File: config.mk
export PLATFORM = sky130hd
export DESIGN_NAME = sat_counter
export DESIGN_NICKNAME = d
export VERILOG_FILES = /design/src/rtl/telemetry_test_checker_sat_counter.sv
export SDC_FILE = /design/constraint.sdc
export NUM_CORES = 1
export LEC_CHECK = 0
export CAP_MARGIN = 20
export CELL_PAD_IN_SITES_DETAIL_PLACEMENT = 1
export CELL_PAD_IN_SITES_GLOBAL_PLACEMENT = 1
export CORE_ASPECT_RATIO = 1.75
export CORE_MARGIN = 2
export CORE_UTILIZATION = 35
export DETAILED_ROUTE_END_ITERATION = 10
export PLACE_DENSITY_LB_ADDON = 0.1
export SLEW_MARGIN = 0
export SYNTH_ARGS = -nofsm -noshare
export SYNTH_HDL_FRONTEND = slang
export SYNTH_SLANG_ARGS = --single-unit
File: constraint.sdc
create_clock -name clk_i -period 2.1 [get_ports clk_i]
set_clock_uncertainty 0.1 [all_clocks]
set_input_delay 0.42 -clock clk_i [delete_from_list [all_inputs] [get_ports clk_i]]
set_output_delay 0.42 -clock clk_i [all_outputs]
set_load 0.005 [all_outputs]
File: src/rtl/telemetry_test_checker_sat_counter.sv
// Saturating event counter: holds at all-ones, synchronous clear beats increment.
module sat_counter #(
    parameter int W = 32
) (
    input  logic         clk_i,
    input  logic         rst_n_i,
    input  logic         clr_i,
    input  logic         inc_i,
    output logic [W-1:0] count_o
);

    logic [W-1:0] count_q;

    always_ff @(posedge clk_i or negedge rst_n_i) begin
        if (!rst_n_i) begin
            count_q <= '0;
        end else if (clr_i) begin
            count_q <= '0;
        end else if (inc_i && (count_q != '1)) begin
            count_q <= count_q + W'(1);
        end
    end

    assign count_o = count_q;

endmodule

==> key figures, run 1 <==
Worst setup path
  • CP max stage delay: 480 ps
  • Worst EP arrival: 2100 ps
  • Reg2Reg Launch Point: count_o[29]
  • Critical path depth: 6
  • Crit path max-delay family: simple AND/OR/NAND/NOR gates
  • CP Cell Sequence: clkdlybuf4s50_1 > and3_1 > nand4_1 > a21o_4 > nor4_2 > mux2_2
  • Reg2reg setup slack: 110 ps
  • Critical Path Start Type: input port
  • Crit-path max FO: 10
  • Reg2reg end: count_o[3]
  • Critical path class: in -> reg
  • CP endpoint kind: flip-flop
  • FF-to-FF path depth: 6
  • Critical Path RT: 2170 ps
  • Slowest-stage cell, CP: clkdlybuf4s50_1
  • CP bufs+invs: 1

Clocking
  • Clock slew at reported path FFs: 70 ps
  • Clock sink total: 32
  • Clk buf depth: 2
  • Clock latency on the worst-skew pair: 290 ps
  • CTS Root Cell: clkbuf_8
  • CTS tree: yes
  • Setup Buffers After CTS: 0
  • H-tree Lvls: 2
  • Total CTS buffers: 5

Power and ir drop
  • Pwr dens: 465.6 nW/µm²
  • Combinational share of power: 6.7%
  • LEAKAGE: 1.117 nW
  • Sw Ratio: 22.99%
  • Clock Power Share: 42.7%
  • VDD IR max: 329.3 µV
  • Pint: 0.9483 mW
  • P_sw: 0.2831 mW
  • Total Power: 1.231 mW
  • Reg power frac: 50.6%

Routing
  • Routed len/inst: 17.58 µm
  • Iteration-0 DRC count of the detailed router: 63
  • Via count: 1,770
  • Remaining DRCs: 0
  • Final wirelength: 5643 µm
  • Final ANT Viol Nets: 0
  • Vias per cell: 5.514
  • First-pass detailed-route iteration total: 4

Cells and area
  • Layout fillers: 613
  • Layout net count: 271
  • Ant diodes: 0
  • Layout cells sized above 1: 23.31%
  • Area grow syn2layout: 42.65%
  • Max FFs per register: 32
  • Fin cells: 321

STA
  • Slew margin rel.: 70.63%
  • Max-slew violation count: 0
  • Actual slew at the worst max-slew pin: 440.5 ps
  • Final setup vio count: 0
  • Final Hold Fails: 0
  • Min Tclk post-route: 2023 ps
  • RSZ-0062 raised after global routing: yes
  • Final period util: 96.31%
  • Fmax: 494.4 MHz

Run status
  • Status: complete, no violations

Global route
  • Vias in the first global route: 2,020
  • Met1 usage: 21.52%
  • GRT overflow: 0
  • First-pass GRT wire length: 9473 µm
  • Met3 Use GR: 2.835%
  • Largest net degree at the start of global routing: 41
  • Routing usage on met2: 40.60%
  • Tot GR Track Use: 21.04%
  • Initial antenna violation count: 0
  • Gr busiest metal: met2

Place
  • Placed cells: 314
  • HPWL Detailed: 4262 µm
  • Final Wtd Congestion: 0.8351
  • I/O Buffers: 35

Floorplanning
  • Die width: 59.02 µm
  • Rows: 35
  • Initial Util: 35.88%
  • I/O pin cnt: 36
  • Area of the core: 5167 µm²
  • Die area: 5919 µm²
  • Die Span Y: 100.3 µm

Yosys
  • Syn_area_per_cell: 9.365 µm²
  • Post-synthesis cell type count: 42
  • FFs w/ async S/R, synth: 100.0%
  • Synth warnings: 0
  • Syn Inst Count: 198
  • Syn_nets: 203
  • Top_reg_cell synth: dfrtp_1
  • Post-synthesis register bit count: 32
  • Post-synth EDFFs: 0
  • Seq/Total Area, Yosys: 43.18%
  • Synthesized area: 1854 µm²

Job
  • Number of max-cap violations: 0

Hold path
  • HP Class: in -> async
==> power by group through the flow <==
stage / registers, mW / logic (mW) / clock network (mW)
after floorplan: 0.637 / 0.0273 / 0
after global placement: 0.634 / 0.0780 / 0
after detailed placement: 0.635 / 0.0843 / 0
after CTS: 0.623 / 0.0845 / 0.539
after global routing: 0.623 / 0.0918 / 0.557
final: 0.623 / 0.0825 / 0.526
==> kinds of logic after synthesis <==
group | count (synthesis) | synth area share (%)
flops | 32 | 43.18
xor+xnor | 13 | 6.140
fa+ha+maj | 1 | 0.6747
mux | 7 | 4.386
buf+inv | 14 | 3.172
compound gates | 32 | 11.94
simple gates | 99 | 30.50
==> through the flow <==
stage	util (%)	TNS (ps)	area [µm²]	setup WS (ps)	hold slack [ps]
floorplan	-	0	1854	49.65	24.41
global placement	48.40	-2291	2501	-255.7	476.6
detailed placement	48.40	-3027	2501	-321.2	491.9
CTS	50.41	0	2605	36.71	465.3
global route	51.19	-12.98	2645	-8.076	482.8
finish	51.19	0	2645	77.39	440.2
==> final cells by class <==
type / count / area [µm²] / share of cell area [%]
multi-input cells: 152 / 1041 / 39.36
flip-flops and latches: 32 / 802.0 / 30.32
repair buffers: 68 / 610.6 / 23.08
clock buffers: 7 / 96.34 / 3.642
well taps: 55 / 68.82 / 2.602
inverters: 7 / 26.28 / 0.9934
==> metal layers <==
layer,share of wire (%),vias to the layer above
li1,-,844
met1,35,876
met2,59,38
met3,2.6,12
met4,2.4,0
met5,0,-
==> cell usage after synthesis, types with 2 or more instances <==
| cell type | number | area share (%) |
|---|---|---|
| a211oi_1 | 5 | 2.0 |
| a21o_1 | 3 | 1.2 |
| a21oi_1 | 11 | 3.0 |
| a31o_2 | 2 | 0.94 |
| and2_1 | 3 | 1.0 |
| and3_1 | 7 | 2.4 |
| buf_2 | 2 | 0.54 |
| clkbuf_1 | 4 | 0.81 |
| dfrtp_1 | 32 | 43 |
| inv_1 | 7 | 1.4 |
| mux2_2 | 5 | 3.0 |
| nand2_1 | 11 | 2.2 |
| nand2b_1 | 2 | 0.67 |
| nand3_1 | 12 | 3.2 |
| nand4_1 | 6 | 2.0 |
| nor2_1 | 26 | 5.3 |
| nor2b_1 | 6 | 2.0 |
| nor3_1 | 4 | 1.1 |
| nor4_1 | 4 | 1.3 |
| nor4_2 | 2 | 1.3 |
| o21ai_0 | 4 | 1.1 |
| o31ai_1 | 3 | 1.2 |
| or3_1 | 5 | 1.7 |
| or4_1 | 3 | 1.2 |
| xnor2_1 | 10 | 4.7 |
| xor2_1 | 3 | 1.4 |
==> cell usage in the layout (no fill, tap or decap), types with 2 or more instances in the layout <==
master           instances
and2_1                   3
a31o_2                   2
mux2_2                   5
a21o_1                   2
o31ai_1                  3
or4_1                    3
nand2_1                 11
xor2_1                   3
a211oi_1                 5
o21ai_0                  4
nand3_1                 12
or3_1                    5
nor3_1                   4
dfrtp_1                 31
nand4_1                  6
nor2_1                  26
nor4_2                   3
buf_4                   32
xnor2_1                 10
nand2b_1                 2
and3_1                   7
a21oi_1                 11
clkdlybuf4s50_1         35
clkbuf_8                 7
inv_1                    7
nor2b_1                  6
nor4_4                   3
==> what timing repair did <==
item | 4_1_cts | 5_1_grt
hold buffers | 0 | 0
endpoints found under the setup margin | 1 | 8
pin swaps | 0 | 1
resized for setup | 2 | 7
==> worst reg2reg max path: stages, from the launching register on <==
cell and delay [ps]:
dfrtp_1 430, nand3_1 230, nor4_4 340, buf_4 180, a31oi_4 120, and3_4 210, mux2_4 290
==> worst max-delay path by stage <==
| stage | startpoint | to | slack (ps) |
|---|---|---|---|
| 6_report | inc_i | count_o[29] | 80 |
| 5_1_grt | count_o[20] | count_o[29] | -8 |
| 4_1_cts | inc_i | count_o[29] | 40 |
| 3_5_place_dp | inc_i | count_o[31] | -320 |
| 3_3_place_gp | inc_i | count_o[31] | -260 |
| 2_1_floorplan | count_o[0] | count_o[31] | 50 |
No activity file was read; power rests on OpenSTA's default activity.
==> inputs of run 2 (changes only) <==
- CORE_ASPECT_RATIO: 1.75 -> 1.2
==> run 2 against run 1 <==
Critical path depth unchanged. Design area grew 1.8%. Register-to-register slack worse by 20 ps. Sequential power about the same. Power fell by 2.4%. Worst hold slack improved by 5.6 ps. Global-route usage down 0.41 points. Maximum frequency shrank 1.2%. Non-clock buffer count increased by 4. Clock power decreased by 5.5%. Highest routed layer unchanged.
==> key figures, run 2 (synthesis gave the netlist of run 1 again) <==
Global route
  • Vias in the first global route: 2,043
  • First-pass GRT wire length: 9577 µm
  • Largest net degree at the start of global routing: 41
  • GRT overflow: 0
  • Initial antenna violation count: 0
  • Tot GR Track Use: 20.63%

Place
  • Pre-CTS WS: -358.7 ps
  • I/O Buffers: 35
  • Post-DP Area: 2532 µm²
  • Final Wtd Congestion: 0.8230
  • HPWL Detailed: 4085 µm

Power and ir drop
  • Pwr dens: 446.1 nW/µm²
  • VDD IR max: 285.4 µV
  • LEAKAGE: 1.140 nW
  • Total Power: 1.202 mW

Clocking
  • Total CTS buffers: 5
  • Clk buf depth: 2
  • Clock latency on the worst-skew pair: 290 ps
  • Clock sink total: 32
  • Clock slew at reported path FFs: 70 ps
  • CTS Root Cell: clkbuf_8
  • CTS tree: yes
  • H-tree Lvls: 2

Cells and area
  • Layout cells sized above 1: 24.72%
  • Layout net count: 275
  • Fin util: 51.92%
  • Max FFs per register: 32
  • Area grow syn2layout: 45.28%
  • Final non-filler cell area: 2694 µm²
  • Most frequent cells in the layout: 36 x buf_4, 35 x clkdlybuf4s50_1, 32 x dfrtp_1, 26 x nor2_1
  • Ant diodes: 0
  • Most common cell after layout, fill and taps aside: buf_4

STA
  • Min Tclk post-route: 2048 ps
  • Final setup vio count: 0
  • Fmax: 488.2 MHz
  • RSZ-0062 raised after global routing: yes
  • Actual slew at the worst max-slew pin: 437.1 ps
  • Final Hold Fails: 0
  • Final period util: 97.53%
  • Max-slew violation count: 0
  • Final setup margin: 51.82 ps
  • Slew margin rel.: 70.86%
  • Final hold slack: 445.8 ps

Routing
  • Final ANT Viol Nets: 0
  • Iteration-0 DRC count of the detailed router: 102
  • Vias per cell: 5.384
  • Routed len/inst: 16.83 µm
  • First-pass detailed-route iteration total: 4
  • Remaining DRCs: 0
  • Final wirelength: 5604 µm
  • Via count: 1,793

Worst setup path
  • Slowest-stage cell, CP: or4_1
  • Critical path class: in -> reg
  • Critical path startpoint: inc_i
  • CP max stage delay: 530 ps
  • Reg2Reg Launch Point: count_o[0]
  • Critical Path RT: 2210 ps
  • Worst EP arrival: 2150 ps
  • Crit-path max FO: 12
  • Critical Path Start Type: input port
  • CP endpoint kind: flip-flop
  • CP Cell Sequence: clkdlybuf4s50_1 > and3_4 > nand4_1 > a21o_4 > or4_1 > a21oi_1

Floorplanning
  • Die Span Y: 83.74 µm
  • Die width: 70.45 µm
  • Rows: 29
  • Die area: 5899 µm²
  • I/O pin cnt: 36
  • Area of the core: 5189 µm²
  • Initial Util: 35.74%

Job
  • Number of max-cap violations: 0

Run status
  • Status: complete, no violations

Hold path
  • HP Class: in -> async
[run 2: cell count changes in the layout (fill, tap and decap cells not counted), moves of 2 or more]
cell      delta
nand3_2      +2
clkbuf_1     +2
buf_4        +4
nand3_1      -2
[run 2: critical path, delay by kind of cell]
kind	cells	cell delay, ps
AND/OR/NAND/NOR	3	830
buffers and inverters	1	480
AO/OA/AOI/OAI	2	420
[run 2: area by class of cell]
| type | count | area (µm²) |
|---|---|---|
| clock buffers | 8 | 90.09 |
| fillers | 572 | 2495 |
| inverters | 7 | 26.28 |
| multi-input cells | 152 | 1059 |
| flip-flops and latches | 32 | 800.8 |
| well taps | 62 | 77.57 |
| repair buffers | 72 | 640.6 |
[run 2: routing by layer]
metal | track usage [%] | wire, µm | up-vias
met2 | 38.51 | 3036 | 32
met1 | 22.60 | 2320 | 896
met4 | 8.042 | 87 | 0
met3 | 3.744 | 160 | 9
li1 | - | - | 856
met5 | 0 | 0 | -
[run 2: worst paths after layout]
path,end,slack [ps],cells past startpoint
max,count_o[25],50,6
min,count_o[29],450,2
max reg2reg,count_o[3],90,7
min reg2reg,count_o[28],490,2
max in group asynchronous,count_o[17],1140,2
min in group clk_i,count_o[28],490,2
[run 2: through the flow]
| step | TNS [ps] | cells |
|---|---|---|
| floorplan | 0 | 198 |
| global placement | -2796 | 324 |
| CTS | 0 | 332 |
| finish | 0 | 333 |
| detailed placement | -3304 | 324 |
| global route | -119.1 | 333 |
[run 2: repair_timing]
action                     4_1_cts  5_1_grt
buffers inserted                 0        1
resized for setup                2        9
hold buffers                     0        0
setup endpoints to repair        6       11
pin swaps                        0        0
[run 2: power breakdown]
part           switching (mW)  internal, mW  leakage (nW)  total (mW)
clock                   0.229         0.267        0.0455       0.497
combinational          0.0457        0.0360         0.649      0.0817
sequential            0.00323         0.620         0.446       0.623
total                   0.278         0.924          1.14        1.20
==> edit 1 (settings of run 1) <==
Change the parameter `W` from 32 to 64.
--- a/src/rtl/telemetry_test_checker_sat_counter.sv
+++ b/src/rtl/telemetry_test_checker_sat_counter.sv
@@ -1,6 +1,6 @@
 // Saturating event counter: holds at all-ones, synchronous clear beats increment.
 module sat_counter #(
-    parameter int W = 32
+    parameter int W = 64
 ) (
     input  logic         clk_i,
     input  logic         rst_n_i,
Interface: changed (resized count_o); port bits go from 36 to 68. The function was not compared with the original's and may differ.
==> edit 1 against run 1 <==
The flow now finishes with violations (negative setup slack). Clock power rose to 3.0 times the old value. Total power is 140% higher. Wire length rose to 4.0 times the old value. Worst setup slack got worse by 0.65 ns. Sequential cell count grew 32. Final area rose to 2.7 times the old value. Sequential power is 99% higher. Synthesized area is 100% higher. Via count rose to 2.8 times the old value.
==> edit 1: results (changes against run 1) <==
Outcome
  – Outcome: finished with violations
  – Failing checks: negative setup slack

Route
  – Detailed-router iteration count before antenna repair: 5 (+1)
  – Total via count in the routed design: 5041 (+180%)
  – Number of DRC violations after detailed-routing iteration 0: 348 (+450%)
  – Detailed Route WL: 22630 um (+300%)

Placed design
  – HPWL Detailed: 11930 um (+180%)

Yosys
  – Post-synthesis compound-gate area fraction: 0.1210 (+0.001559)
  – Xor and xnor area share after synthesis: 0.07868 (+0.01727)
  – Average cell area after synthesis: 8.823 um2 (-5.8%)
  – Proportion of synthesized chip area in sequential cells: 0.4231 (-0.008708)
  – Netlist cell types: 45 (+7.1%)
  – Multiplexer fraction of the synthesized cell area: 0.01851 (-0.02535)
  – Adder and majority cell fraction of the synthesized area: 0.003306 (-0.003442)
  – Most instantiated cells after synthesis: 64 x sky130_fd_sc_hd__dfrtp_1, 61 x sky130_fd_sc_hd__nor2_1, 36 x sky130_fd_sc_hd__a21oi_1, 35 x sky130_fd_sc_hd__nand4_1, 32 x sky130_fd_sc_hd__nand3_1

Final layout
  – Post-route insts no fill: 821 (+160%)
  – Filler cells: 1156 (+89%)
  – Share of cells above drive strength 1: 0.4834 (+0.2503)
  – Post-layout net count: 691 (+150%)

Power and ir drop
  – NetSw: 0.0007031 W (+150%)
  – Peak supply drop: 0.0004199 V (+28%)

Worst setup path
  – Start-to-end type of the worst setup path: flop to flop
  – Crit Reg-Reg Endpoint: count_o[53]
  – Crit path DAT: 2.84 ns (+0.74 ns)
  – Worst reg2reg path startpoint: count_o[25]
  – R2R cell count: 9 (+3)

GRT
  – First-pass GRT wire length: 29860 um (+220%)

Timing
  – Setup violations, final: 68 (+68)
  – Final setup margin: -0.5772 ns (-0.6546 ns)
-- edit 1: cell count changes after synthesis, moves of 12 or more --
cell / change
sky130_fd_sc_hd__a21oi_1: +25
sky130_fd_sc_hd__clkbuf_1: +13
sky130_fd_sc_hd__dfrtp_1: +32
sky130_fd_sc_hd__nand3_1: +20
sky130_fd_sc_hd__nand4_1: +29
sky130_fd_sc_hd__nor2_1: +35
sky130_fd_sc_hd__or4_1: +13
sky130_fd_sc_hd__xor2_1: +12
-- edit 1: kinds of logic after synthesis --
family / after synthesis
simple gates: 225
compound gates: 73
flops: 64
xor+xnor: 34
buf+inv: 26
mux: 6
fa+ha+maj: 1
-- edit 1: per-stage QoR --
stage	cell area, um2	total power (W)
2_1_floorplan	3881	0.001312
3_3_place_gp	5757	0.001390
3_5_place_dp	5757	0.001394
4_1_cts	6648	0.002946
5_1_grt	7219	0.003053
6_report	7219	0.002993
-- edit 1: power by group through the flow --
stage | Combinational (W) | Clock [W] | Sequential, W
floorplan | 0.0000459 | 0 | 0.00127
global placement | 0.000128 | 0 | 0.00126
detailed placement | 0.000131 | 0 | 0.00126
CTS | 0.000155 | 0.00155 | 0.00124
global route | 0.000194 | 0.00162 | 0.00124
finish | 0.000184 | 0.00157 | 0.00124
-- edit 1: worst min-delay path by stage --
stage | start | to | cells past startpoint
final | rst_n_i | count_o[38] | 2
after global routing | rst_n_i | count_o[38] | 2
after CTS | clr_i | count_o[33] | 2
after detailed placement | rst_n_i | count_o[38] | 1
after global placement | rst_n_i | count_o[38] | 1
after floorplan | rst_n_i | count_o[0] | 0
-- edit 1: repair_timing --
| item | 4_1_cts | 5_1_grt |
|---|---|---|
| endpoints found under the setup margin | 63 | 64 |
| endpoints found under the hold margin | 18 | 0 |
| pin swaps | 51 | 67 |
| setup buffers | 18 | 38 |
| hold buffers | 1 | 0 |
| cloned | 3 | 1 |
| resized for setup | 91 | 82 |
-- edit 1: area by class of cell --
type | count | area, um2 | share of cell area
clock buffers | 13 | 260.3 | 0.03605
multi-input cells | 340 | 2768 | 0.3834
inverters | 4 | 15.01 | 0.002080
well taps | 130 | 162.7 | 0.02253
clock inverters | 3 | 40.04 | 0.005546
repair buffers | 267 | 2369 | 0.3281
flip-flops and latches | 64 | 1605 | 0.2224
-- edit 1: layer usage --
layer,track usage,vias up,wire (um)
li1,-,2110,-
met1,0.3603,2585,8005
met2,0.6095,238,11980
met3,0.05598,108,943
met4,0.2390,0,1708
met5,0,-,0
-- edit 1: critical path: cells and delay by family (launching register included) --
kind,cells,cell delay [ns]
buffers and inverters,3,0.35
DFF,1,0.35
and+or+nand+nor,4,1.18
AOI/OAI and AO/OA,2,0.59
==> edit 2 (config.mk and constraints of run 1) <==
Without the edit above. Make the reset (`rst_n_i`) synchronous in one clocked block.
--- a/src/rtl/telemetry_test_checker_sat_counter.sv
+++ b/src/rtl/telemetry_test_checker_sat_counter.sv
@@ -11,7 +11,7 @@
 
     logic [W-1:0] count_q;
 
-    always_ff @(posedge clk_i or negedge rst_n_i) begin
+    always_ff @(posedge clk_i) begin
         if (!rst_n_i) begin
             count_q <= '0;
         end else if (clr_i) begin
Formal check against the unedited RTL: differs if rst_n_i is asserted again (counterexample within 4 cycles, from zero or initial values and one cycle with rst_n_i low); with rst_n_i held inactive, the same outputs for 10 cycles.
==> edit 2 against run 1 <==
The flow now finishes with violations (negative setup slack). Critical path depth grew 2. Worst setup slack lost 0.084 ns. Total power shrank 3.3%. Register-to-register slack lost 0.12 ns. Synthesized area shrank 10%. Wire length grew 11%. Combinational power shrank 11%. Sequential cell count is the same. Final area grew 1.4%. Critical path type is now flop to flop. Critical endpoint is now count_o[9].
==> edit 2: results (changes against run 1) <==
Route
  – Wire length on met1: 2456 um (+23%)
  – Number of DRC violations after detailed-routing iteration 0: 50 (-21%)
  – Met2 wirelength from detailed routing: 3533 um (+5.3%)
  – Post-DR wirelength/cell: 18.45 um (+4.9%)
  – Post-DR vias/cell: 5.721 (+3.8%)
  – Met3 Routed Length: 121 um (-18%)

GRT
  – GRT Overall Usage: 0.2169 (+0.006475)
  – Vias in the first global route: 1923 (-4.8%)
  – Global routing met1 resource utilization: 0.2450 (+0.02976)
  – Pin count of the biggest net entering global routing: 31 (-24%)
  – Met3 usage: 0.02985 (+0.001500)
  – Met2 routing resource usage after global routing: 0.4157 (+0.009703)
  – Initial antenna violation count: 0 (unchanged)

Worst setup path
  – R2R cell count: 8 (+2)
  – Crit. Startpoint: count_o[0]
  – Crit Reg-Reg Endpoint: count_o[9]
  – Crit-path max FO: 6 (-4)
  – Crit path DAT: 2.22 ns (+0.12 ns)

Timing
  – Final cycle utilization of the critical path: 1.003 (+0.04018)
  – Setup violations, final: 1 (+1)
  – Final worst hold slack: 0.4055 ns (-0.03474 ns)
  – Worst relative slew slack: 0.7340 (+0.02762)
  – Post-route setup TNS: -0.006988 ns (-0.006988 ns)
  – Final setup margin: -0.006988 ns (-0.08437 ns)

Yosys
  – Proportion of synthesized chip area in sequential cells: 0.3841 (-0.04775)
  – Most used DFF post-synth: sky130_fd_sc_hd__dfxtp_1
  – Async S/R FF share, synth: 0 (-1.000)
  – Net Count, Synth: 208 (+2.5%)
  – Netlist cell types: 40 (-4.8%)
  – Xor and xnor area share after synthesis: 0.04726 (-0.01414)
  – Cells after Synth: 203 (+2.5%)
  – Most instantiated cells after synthesis: 32 x sky130_fd_sc_hd__dfxtp_1, 21 x sky130_fd_sc_hd__a21oi_1, 16 x sky130_fd_sc_hd__nor2_1, 15 x sky130_fd_sc_hd__nand2_1, 15 x sky130_fd_sc_hd__or3_1
  – Largest cells by area after synthesis: sky130_fd_sc_hd__dfxtp_1 38%, sky130_fd_sc_hd__a21oi_1 6.3%, sky130_fd_sc_hd__or3_1 5.6%, sky130_fd_sc_hd__nand4_1 5.3%, sky130_fd_sc_hd__xnor2_1 4.7%
  – Post-synthesis compound-gate area fraction: 0.1838 (+0.06436)

Die
  – Overall die width: 56.18 um (-4.8%)

Placed design
  – Cell area reported after detailed placement: 2350 um2 (-6.1%)
  – Pre-CTS WS: -0.1017 ns (+0.2195 ns)
  – Routability Congestion: 0.8107 (-2.9%)
  – HPWL Detailed: 4139 um (-2.9%)
  – Placed cells: 319 (+1.6%)

Power and ir drop
  – Sequential share of power: 0.510 (+0.004)
  – Peak supply drop: 0.0003380 V (+2.6%)
  – Comb pwr: 0.0000731 W (-11%)
  – P_leak: 0.9549 nW (-14%)
  – Net switching fraction of the power: 0.2352 (+0.005276)

Final layout
  – Post-layout net count: 293 (+8.1%)
  – Post-route insts no fill: 341 (+6.2%)

Outcome
  – Outcome: finished with violations
  – Failing checks: negative setup slack

Worst hold path
  – Tightest Hold Check Type: flop to flop
## edit 2: cell type report
class,count,area share
clock buffers,8,0.03358
flip-flops and latches,32,0.2425
well taps,52,0.02425
multi-input cells,161,0.3941
inverters,2,0.002799
repair buffers,86,0.3027
## edit 2: repair_timing
| item | CTS | global route |
|---|---|---|
| endpoints found under the hold margin | 0 | 0 |
| gates resized for setup | 0 | 36 |
| buffers inserted | 0 | 11 |
| endpoints found under the setup margin | 0 | 11 |
## edit 2: critical path: stages, from the launching register on
cell	delay, ns
sky130_fd_sc_hd__dfxtp_1	0.31
sky130_fd_sc_hd__ha_1	0.21
sky130_fd_sc_hd__and3_2	0.26
sky130_fd_sc_hd__nand3_4	0.13
sky130_fd_sc_hd__o31ai_4	0.07
sky130_fd_sc_hd__buf_4	0.15
sky130_fd_sc_hd__buf_12	0.13
sky130_fd_sc_hd__or4_1	0.49
sky130_fd_sc_hd__a21oi_1	0.19
